File: src/rtl/pipeline_hazard_ctrl.sv
// ID/EX hazard controller: load-use stalls, taken-jump flush FSM, operand
// forwarding from shadowed EX/MEM and MEM/WB destinations, saturating counters.
//
// state   | meaning
// S_RUN   | normal issue; load-use stalls and jump detection active
// S_FLUSH | squashing wrong-path fetches after a taken jump
module pipeline_hazard_ctrl #(
    parameter int FLUSH_CYCLES = 2,
    parameter int CNT_W        = 16
) (
    input  logic             clk,
    input  logic             rst_n,
    input  logic [4:0]       i_id_rs1,
    input  logic [4:0]       i_id_rs2,
    input  logic             i_id_use_rs1,
    input  logic             i_id_use_rs2,
    input  logic [4:0]       i_ex_rs1,
    input  logic [4:0]       i_ex_rs2,
    input  logic [4:0]       i_ex_write_reg,
    input  logic             i_ex_reg_wrenable,
    input  logic             i_ex_mem_to_reg,
    input  logic             i_ex_branch_taken,
    input  logic             i_cnt_clear,
    output logic             o_stall_pc,
    output logic             o_bubble_ex,
    output logic             o_flush_if_id,
    output logic [1:0]       o_fwd_a,
    output logic [1:0]       o_fwd_b,
    output logic             o_flushing,
    output logic [CNT_W-1:0] o_stall_count,
    output logic [CNT_W-1:0] o_flush_count
);

    localparam logic [0:0] S_RUN   = 1'b0;
    localparam logic [0:0] S_FLUSH = 1'b1;

    logic [0:0]       r_state;
    logic [2:0]       r_fc;
    logic [4:0]       r_mem_wr_reg;
    logic             r_mem_wren;
    logic [4:0]       r_wb_wr_reg;
    logic             r_wb_wren;
    logic [CNT_W-1:0] r_stall_count;
    logic [CNT_W-1:0] r_flush_count;

    logic             w_hz;
    logic             w_in_flush;
    logic             w_jump;
    logic             w_flush;
    logic             w_stall;
    logic [1:0]       w_fwd_a;
    logic [1:0]       w_fwd_b;

    always_comb begin
        w_hz = i_ex_reg_wrenable && i_ex_mem_to_reg && (i_ex_write_reg != 5'd0) &&
               ((i_id_use_rs1 && (i_id_rs1 == i_ex_write_reg)) ||
                (i_id_use_rs2 && (i_id_rs2 == i_ex_write_reg)));
        w_in_flush = (r_state == S_FLUSH);
        // a taken jump is only honoured in RUN; in FLUSH the EX slot is a bubble
        w_jump  = !w_in_flush && i_ex_branch_taken;
        w_flush = w_in_flush || w_jump;
        w_stall = w_hz && !w_flush;
    end

    always_comb begin
        w_fwd_a = 2'b00;
        if (r_mem_wren && (r_mem_wr_reg != 5'd0) && (r_mem_wr_reg == i_ex_rs1))
            w_fwd_a = 2'b01;
        else if (r_wb_wren && (r_wb_wr_reg != 5'd0) && (r_wb_wr_reg == i_ex_rs1))
            w_fwd_a = 2'b10;
    end

    always_comb begin
        w_fwd_b = 2'b00;
        if (r_mem_wren && (r_mem_wr_reg != 5'd0) && (r_mem_wr_reg == i_ex_rs2))
            w_fwd_b = 2'b01;
        else if (r_wb_wren && (r_wb_wr_reg != 5'd0) && (r_wb_wr_reg == i_ex_rs2))
            w_fwd_b = 2'b10;
    end

    // outputs are forced low for the whole time reset is held
    assign o_stall_pc    = rst_n && w_stall;
    assign o_bubble_ex   = rst_n && (w_flush || w_hz);
    assign o_flush_if_id = rst_n && w_flush;
    assign o_flushing    = rst_n && w_in_flush;
    assign o_fwd_a       = rst_n ? w_fwd_a : 2'b00;
    assign o_fwd_b       = rst_n ? w_fwd_b : 2'b00;
    assign o_stall_count = r_stall_count;
    assign o_flush_count = r_flush_count;

    always_ff @(posedge clk or negedge rst_n) begin
        if (!rst_n) begin
            r_state <= S_RUN;
            r_fc    <= 3'd0;
        end else if (w_in_flush) begin
            if (r_fc == 3'd1) begin
                r_state <= S_RUN;
                r_fc    <= 3'd0;
            end else begin
                r_fc <= r_fc - 3'd1;
            end
        end else if (w_jump && (FLUSH_CYCLES > 1)) begin
            r_state <= S_FLUSH;
            r_fc    <= 3'(FLUSH_CYCLES - 1);
        end
    end

    // the jump's own EX instruction retires; later flush cycles do not
    always_ff @(posedge clk or negedge rst_n) begin
        if (!rst_n) begin
            r_mem_wr_reg <= 5'd0;
            r_mem_wren   <= 1'b0;
            r_wb_wr_reg  <= 5'd0;
            r_wb_wren    <= 1'b0;
        end else begin
            r_mem_wr_reg <= i_ex_write_reg;
            r_mem_wren   <= i_ex_reg_wrenable && !w_in_flush;
            r_wb_wr_reg  <= r_mem_wr_reg;
            r_wb_wren    <= r_mem_wren;
        end
    end

    always_ff @(posedge clk or negedge rst_n) begin
        if (!rst_n) begin
            r_stall_count <= '0;
            r_flush_count <= '0;
        end else if (i_cnt_clear) begin
            r_stall_count <= '0;
            r_flush_count <= '0;
        end else begin
            if (w_stall && (r_stall_count != '1))
                r_stall_count <= r_stall_count + 1'b1;
            if (w_jump && (r_flush_count != '1))
                r_flush_count <= r_flush_count + 1'b1;
        end
    end

endmodule

File: config.mk
export PLATFORM = sky130hd
export DESIGN_NAME = pipeline_hazard_ctrl
export DESIGN_NICKNAME = d
export VERILOG_FILES = /design/src/rtl/pipeline_hazard_ctrl.sv
export SDC_FILE = /design/constraint.sdc
export NUM_CORES = 1
export LEC_CHECK = 0
export ABC_AREA = 1
export BUFFER_PORTS_ARGS = -buffer_cell sky130_fd_sc_hd__buf_4
export CAP_MARGIN = 15
export CORE_MARGIN = 3
export CORE_UTILIZATION = 35
export CTS_CLUSTER_SIZE = 10
export DETAILED_ROUTE_END_ITERATION = 10
export PLACE_DENSITY = 0.63
export SLEW_MARGIN = 10
export SYNTH_ARGS = -nofsm -noshare
export SYNTH_HDL_FRONTEND = slang
export SYNTH_SLANG_ARGS = --single-unit
File: constraint.sdc
create_clock -name clk -period 2 [get_ports clk]
set_input_delay 0.1 -clock clk [delete_from_list [all_inputs] [get_ports clk]]
set_output_delay 0.1 -clock clk [all_outputs]
set_load 0.03 [all_outputs]
==> flow_summary.yaml, run 1 <==
global_routing:
  grt_antenna_before_repair: 0
  gr-usage-met1: 0.194
  grt-ovfl-total: 0
  grtUsageMet2: 0.276
  grt_pass1_wl_mm: 12.7
  gr-usage-all-layers: 0.156
  grt-busiest-layer: "met2"
  met3_usage: 0.0314
  grt_max_degree: 49
  grt_pass1_vias: 2769
placed_design:
  gp_congestion: 0.815
  place_worst_setup_slack_ps: 323
  hpwl_mm: 5.55
  port_buffers: 72
power_and_ir_drop:
  p_clk_frac: 0.264
  power_w: 0.00234
  p_comb_frac: 0.259
  ir_drop_mv: 0.273
  p_seq_frac: 0.477
  pwr_density_cell_nw_per_um2: 615
  p_switching_w: 0.000765
  internal_power_w: 0.00157
  power_leakage_nw: 1.95
  p_sw_frac: 0.327
synthesis:
  synthTopCellsByArea: "dfrtp_1 41%, nand2_1 15%, nor2_1 9.1%"
  synth_xor_area_frac: 0.0739
  synth_compound_area_frac: 0.0667
  netlist_area_sq_um: 2960
  synth_cell_types: 27
  yosys.area_share.adder: 0.0169
  synth_top_family_by_area: "simple AND/OR/NAND/NOR gates"
  yosys.area.top_type: "dfrtp_1"
  yosys_warnings: 0
  synthFlopType: "dfrtp_1"
  syn_nets: 460
  syn_area_per_cell_sq_um: 7.00
  async_reset_ff_frac: 1.00
  synthMuxAreaShare: 0
  ys_seq_elements: 48
  synth_simple_gate_area_frac: 0.358
  netlist.area_leader.share: 0.405
  synth_enable_flop_cells: 0
  synthCells: 423
  ys_seq_area_frac: 0.405
hold_path:
  worstHoldStart: "i_ex_reg_wrenable"
  min-delay-path-class: "in -> reg"
  whs_endpoint: "r_mem_wren$_DFF_PN0_"
  min_delay_path_depth: 3
timing:
  finalMaxSlewViolations: 0
  fmax_mhz: 564
  slew_headroom: 0.598
  hold_viol_final: 0
  setup_ws_ps: 226
  fin_crit_sh: 0.887
  min_period_ps: 1770
  final-setup-viol-count: 0
  worst_pin_slew_ps: 603
  rsz0062_at_grt: "false"
  setup-tns-final_ps: 0
  clock_skew_ps: 12.8
worst_setup_path:
  worst-setup-path-type: "in -> out"
  reg2reg_slack_ps: 330
  startpoint_type: "primary input"
  reg2regPathDepth: 8
  arrival_ps: 1670
  reg2reg_to: "o_stall_count[14]$_DFFE_PN0P_"
  required_ps: 1900
  end_kind: "output port"
  crit_fanout: 4
  r2r-start: "o_stall_count[0]$_DFFE_PN0P_"
route:
  avgViaCountPerCell: 4.71
  dr.first_iter.drc_count: 110
  drc: 0
  ant_nets: 0
  drt_pass1_iterations: 4
  routed_wl_mm: 7.28
  wl_per_cell_microns: 11.9
  routed-via-count: 2883
die:
  chipWidth_microns: 98.0
  coreArea_sq_um: 7970
  rows: 32
  pin_count: 73
  die_area_sq_um: 9600
  die_h_microns: 98.0
  start_util: 0.372
clocking:
  cts-root-buf: "clkbuf_8"
  cts_sinks: 48
  clk_pin_slew_ps: 90
  clkLatencyLatePin_ps: 310
  clk_path_buf_depth: 2
  cts_buffers: 5
  cts_tree: "done"
  postCtsSetupBuffers: 0
  h-tree-depth: 2
final_layout:
  final_util: 0.478
  final_layout_size_suffix_gt1_frac: 0.186
  area_delta_synth_final_pct: 28.5
  fin_nets: 546
  antenna_cells: 0
  nFillCells: 791
job:
  max_cap_violations: 0
run_status:
  status: "complete, no violations"
[final cells by class]
class	count	area [sq um]	area share
Multi-Input combinational cell	318	1530	0.401
Sequential cell	48	1200	0.316
Timing Repair Buffer	87	668	0.176
Inverter	49	184	0.0483
Tap cell	102	128	0.0335
Clock buffer	6	82.6	0.0217
Clock inverter	2	15.0	0.00394
[power groups by stage]
stage | clock (W) | combinational (W) | sequential, W
final | 0.000619 | 0.000606 | 0.00111
after global routing | 0.000681 | 0.000690 | 0.00113
after global placement | 0 | 0.000596 | 0.00113
after CTS | 0.000642 | 0.000612 | 0.00112
after floorplan | 0 | 0.000336 | 0.00117
after detailed placement | 0 | 0.000600 | 0.00114
[synth_stat cells (2+ instances only)]
cell,number
a21oi_1,15
buf_4,2
clkbuf_1,3
dfrtp_1,48
ha_1,4
inv_1,47
inv_2,2
nand2_1,120
nand3_1,33
nand4_1,7
nor2_1,72
nor3_1,9
nor3b_1,3
nor4_1,2
o21ai_0,17
o22ai_1,5
xnor2_1,9
xor2_1,16
[metal layers]
layer,wire (microns),share of wire
met1,3300,0.45
met2,3600,0.49
met3,286,0.039
met4,99,0.014
met5,0,0
[critical path, cell delays in order]
cell,delay (ps)
dlygate4sd3_1,550
buf_4,150
inv_1,110
nor2_1,50
nor2_1,90
nand3_1,80
nand2_1,120
nand3_1,130
nor2_1,110
buf_4,170
[how the worst max path moves through the flow]
stage / start / endpoint / slack (ps)
after floorplan: o_stall_count[0]$_DFFE_PN0P_ / o_stall_count[6]$_DFFE_PN0P_ / 260
after global placement: o_stall_count[0]$_DFFE_PN0P_ / o_stall_count[0]$_DFFE_PN0P_ / 340
after detailed placement: o_stall_count[0]$_DFFE_PN0P_ / o_stall_count[7]$_DFFE_PN0P_ / 320
after CTS: i_ex_write_reg[2] / o_stall_pc / 230
after global routing: i_ex_write_reg[2] / o_stall_pc / 110
final: i_ex_write_reg[2] / o_stall_pc / 230
[kinds of logic (layout without fill, tap and decap cells)]
family	after synthesis	in the layout
DFF	48	48
buffers and inverters	57	144
AOI/OAI and AO/OA	38	38
and+or+nand+nor	251	251
xor gates and xnor gates	25	25
adders and majority gates	4	4
[repair_timing]
| action | CTS | global route |
|---|---|---|
| setup endpoints to repair | 0 | 0 |
| hold buffers | 6 | 0 |
| resized for setup | 0 | 0 |
| hold endpoints to repair | 53 | 0 |
[cells in the final DEF (no fill, tap or decap), drive strengths merged]
cell	count
dfrtp	48
a31oi	1
nor3	9
xnor2	9
clkbuf	6
a21oi	15
o22ai	5
nand3	34
o21ai	17
and2	1
nand2	121
inv	49
nor3b	3
dlygate4sd3	6
xor2	16
buf	81
clkinvlp	2
nand4	8
ha	4
nor2	73
nor4	2
[through the flow]
stage | hold WS (ps) | std cells | instance area (sq um)
6_report | 22.3 | 612 | 3810
5_1_grt | 19.2 | 612 | 3810
4_1_cts | 11.0 | 612 | 3810
3_5_place_dp | 231 | 598 | 3650
3_3_place_gp | 234 | 598 | 3650
2_1_floorplan | -196 | 423 | 2960
Power figures use the tool's default switching activity.
==> run 2: changes to the inputs <==
--- a/config.mk
+++ b/config.mk
@@ -12,6 +12,7 @@
 export CORE_UTILIZATION = 35
 export CTS_CLUSTER_SIZE = 10
 export DETAILED_ROUTE_END_ITERATION = 10
+export MAX_ROUTING_LAYER = met4
 export PLACE_DENSITY = 0.63
 export SLEW_MARGIN = 10
 export SYNTH_ARGS = -nofsm -noshare
==> run 2 against run 1 <==
Critical path depth is the same. Sequential power is essentially flat. Sequential cell count is the same. Register-to-register slack is essentially flat. Fmax shrank 0.13%. Combinational power is essentially flat. Power is essentially flat.
==> flow_summary.yaml, run 2 (synthesis gave the netlist of run 1 again) <==
timing:
  setup-tns-final_ps: 0
  rsz0062_at_grt: "false"
  min_period_ps: 1780
  setup_ws_ps: 224
  hold_viol_final: 0
  worst_pin_slew_ps: 604
  fin_crit_sh: 0.888
  finalMaxSlewViolations: 0
  slew_headroom: 0.598
  clock_skew_ps: 12.5
  fmax_mhz: 563
  final-setup-viol-count: 0
final_layout:
  antenna_cells: 0
  most-common-layout-cells: "120 x nand2_1, 81 x buf_4, 72 x nor2_1"
  fin_nets: 546
  area_delta_synth_final_pct: 28.5
  final_common_cell: "nand2_1"
  nFillCells: 791
  final_layout_size_suffix_gt1_frac: 0.186
route:
  routed_wl_mm: 7.28
  ant_nets: 0
  dr.first_iter.drc_count: 104
  routed-via-count: 2889
  drc: 0
  wl_per_cell_microns: 11.9
  drt_pass1_iterations: 4
  avgViaCountPerCell: 4.72
worst_setup_path:
  cp_num_buf_inv: 4
  crit_fanout: 4
  required_ps: 1900
  startpoint_type: "primary input"
  reg2reg_to: "o_stall_count[14]$_DFFE_PN0P_"
  reg2regPathDepth: 8
  critPathSlowestCell: "dlygate4sd3_1"
  r2r-start: "o_stall_count[0]$_DFFE_PN0P_"
  reg2reg_slack_ps: 330
  end_kind: "output port"
  crit_chain: "dlygate4sd3_1 > buf_4 > inv_1 > nor2_1 > nor2_1 > nand3_1 > nand2_1 > nand3_1 > nor2_1 > buf_4"
  cp_slowest_stage_delay_ps: 550
  arrival_ps: 1680
  crit_top_cell: "nor2_1"
  cpLargestDelayFamily: "buffers and inverters"
  worst-setup-path-type: "in -> out"
die:
  die_area_sq_um: 9600
  start_util: 0.372
  die_h_microns: 98.0
  coreArea_sq_um: 7970
  pin_count: 73
  chipWidth_microns: 98.0
  rows: 32
clocking:
  postCtsSetupBuffers: 0
  cts_sinks: 48
  clk_path_buf_depth: 2
  cts-root-buf: "clkbuf_8"
  h-tree-depth: 2
  clk_pin_slew_ps: 90
  cts_buffers: 5
  cts_tree: "done"
  clkLatencyLatePin_ps: 300
global_routing:
  grt_pass1_vias: 2766
  grt_max_degree: 49
  grt_antenna_before_repair: 0
  grt_pass1_wl_mm: 12.7
  gr-usage-all-layers: 0.160
  grt-ovfl-total: 0
run_status:
  status: "complete, no violations"
placed_design:
  hpwl_mm: 5.55
  gp_congestion: 0.828
  place_worst_setup_slack_ps: 323
  port_buffers: 72
hold_path:
  worstHoldStart: "i_ex_reg_wrenable"
  min_delay_path_depth: 3
  min-delay-path-class: "in -> reg"
  whs_endpoint: "r_mem_wren$_DFF_PN0_"
power_and_ir_drop:
  pwr_density_cell_nw_per_um2: 614
  power_leakage_nw: 1.95
  ir_drop_mv: 0.273
job:
  max_cap_violations: 0
run 2: cell counts in the layout (fill, tap and decap cells not counted):
Identical to the previous run, type by type.
run 2: where the power goes:
group	internal, W	leakage [nW]	switching, W
clock	0.000280	0.0434	0.000337
sequential	0.00105	0.635	0.0000652
combinational	0.000244	1.27	0.000362
run 2: per-stage QoR:
step | util | std cells | hold WS [ps] | area, sq um | total power, W
final | 0.478 | 612 | 25.0 | 3810 | 0.00234
after global routing | 0.478 | 612 | 19.2 | 3810 | 0.00250
after CTS | 0.478 | 612 | 11.0 | 3810 | 0.00237
after detailed placement | 0.458 | 598 | 231 | 3650 | 0.00174
after global placement | 0.458 | 598 | 234 | 3650 | 0.00173
after floorplan | - | 423 | -196 | 2960 | 0.00150
run 2: worst min-delay path: cells and delay by family:
family,cells,cell delay (ps)
simple gates,1,30
buf+inv,2,160
run 2: routing by layer:
metal	vias to the layer above	track usage	part of all wire
li1	1510	-	-
met1	1319	0.195	0.46
met2	50	0.276	0.49
met3	10	0.0300	0.037
met4	0	0.0373	0.014
met5	-	-	0
run 2: area by class of cell:
type,count,area [sq um],area share
Sequential cell,48,1200,0.316
Tap cell,102,128,0.0335
Timing Repair Buffer,87,668,0.176
Clock buffer,6,82.6,0.0217
Multi-Input combinational cell,318,1530,0.401
Clock inverter,2,15.0,0.00394
Inverter,49,184,0.0483
run 2: what timing repair did:
item                                   CTS  global route
endpoints found under the hold margin   53             0
gates resized for setup                  0             0
hold buffers                             6             0
run 2: how the worst max path moves through the flow:
| stage | slack [ps] | end | depth (start not counted) | from |
|---|---|---|---|---|
| finish | 220 | o_stall_pc | 10 | i_ex_write_reg[2] |
| global route | 110 | o_stall_pc | 10 | i_ex_write_reg[2] |
| CTS | 230 | o_stall_pc | 10 | i_ex_write_reg[2] |
| detailed placement | 320 | o_stall_count[7]$_DFFE_PN0P_ | 8 | o_stall_count[0]$_DFFE_PN0P_ |
| global placement | 340 | o_stall_count[0]$_DFFE_PN0P_ | 8 | o_stall_count[0]$_DFFE_PN0P_ |
| floorplan | 260 | o_stall_count[6]$_DFFE_PN0P_ | 9 | o_stall_count[0]$_DFFE_PN0P_ |
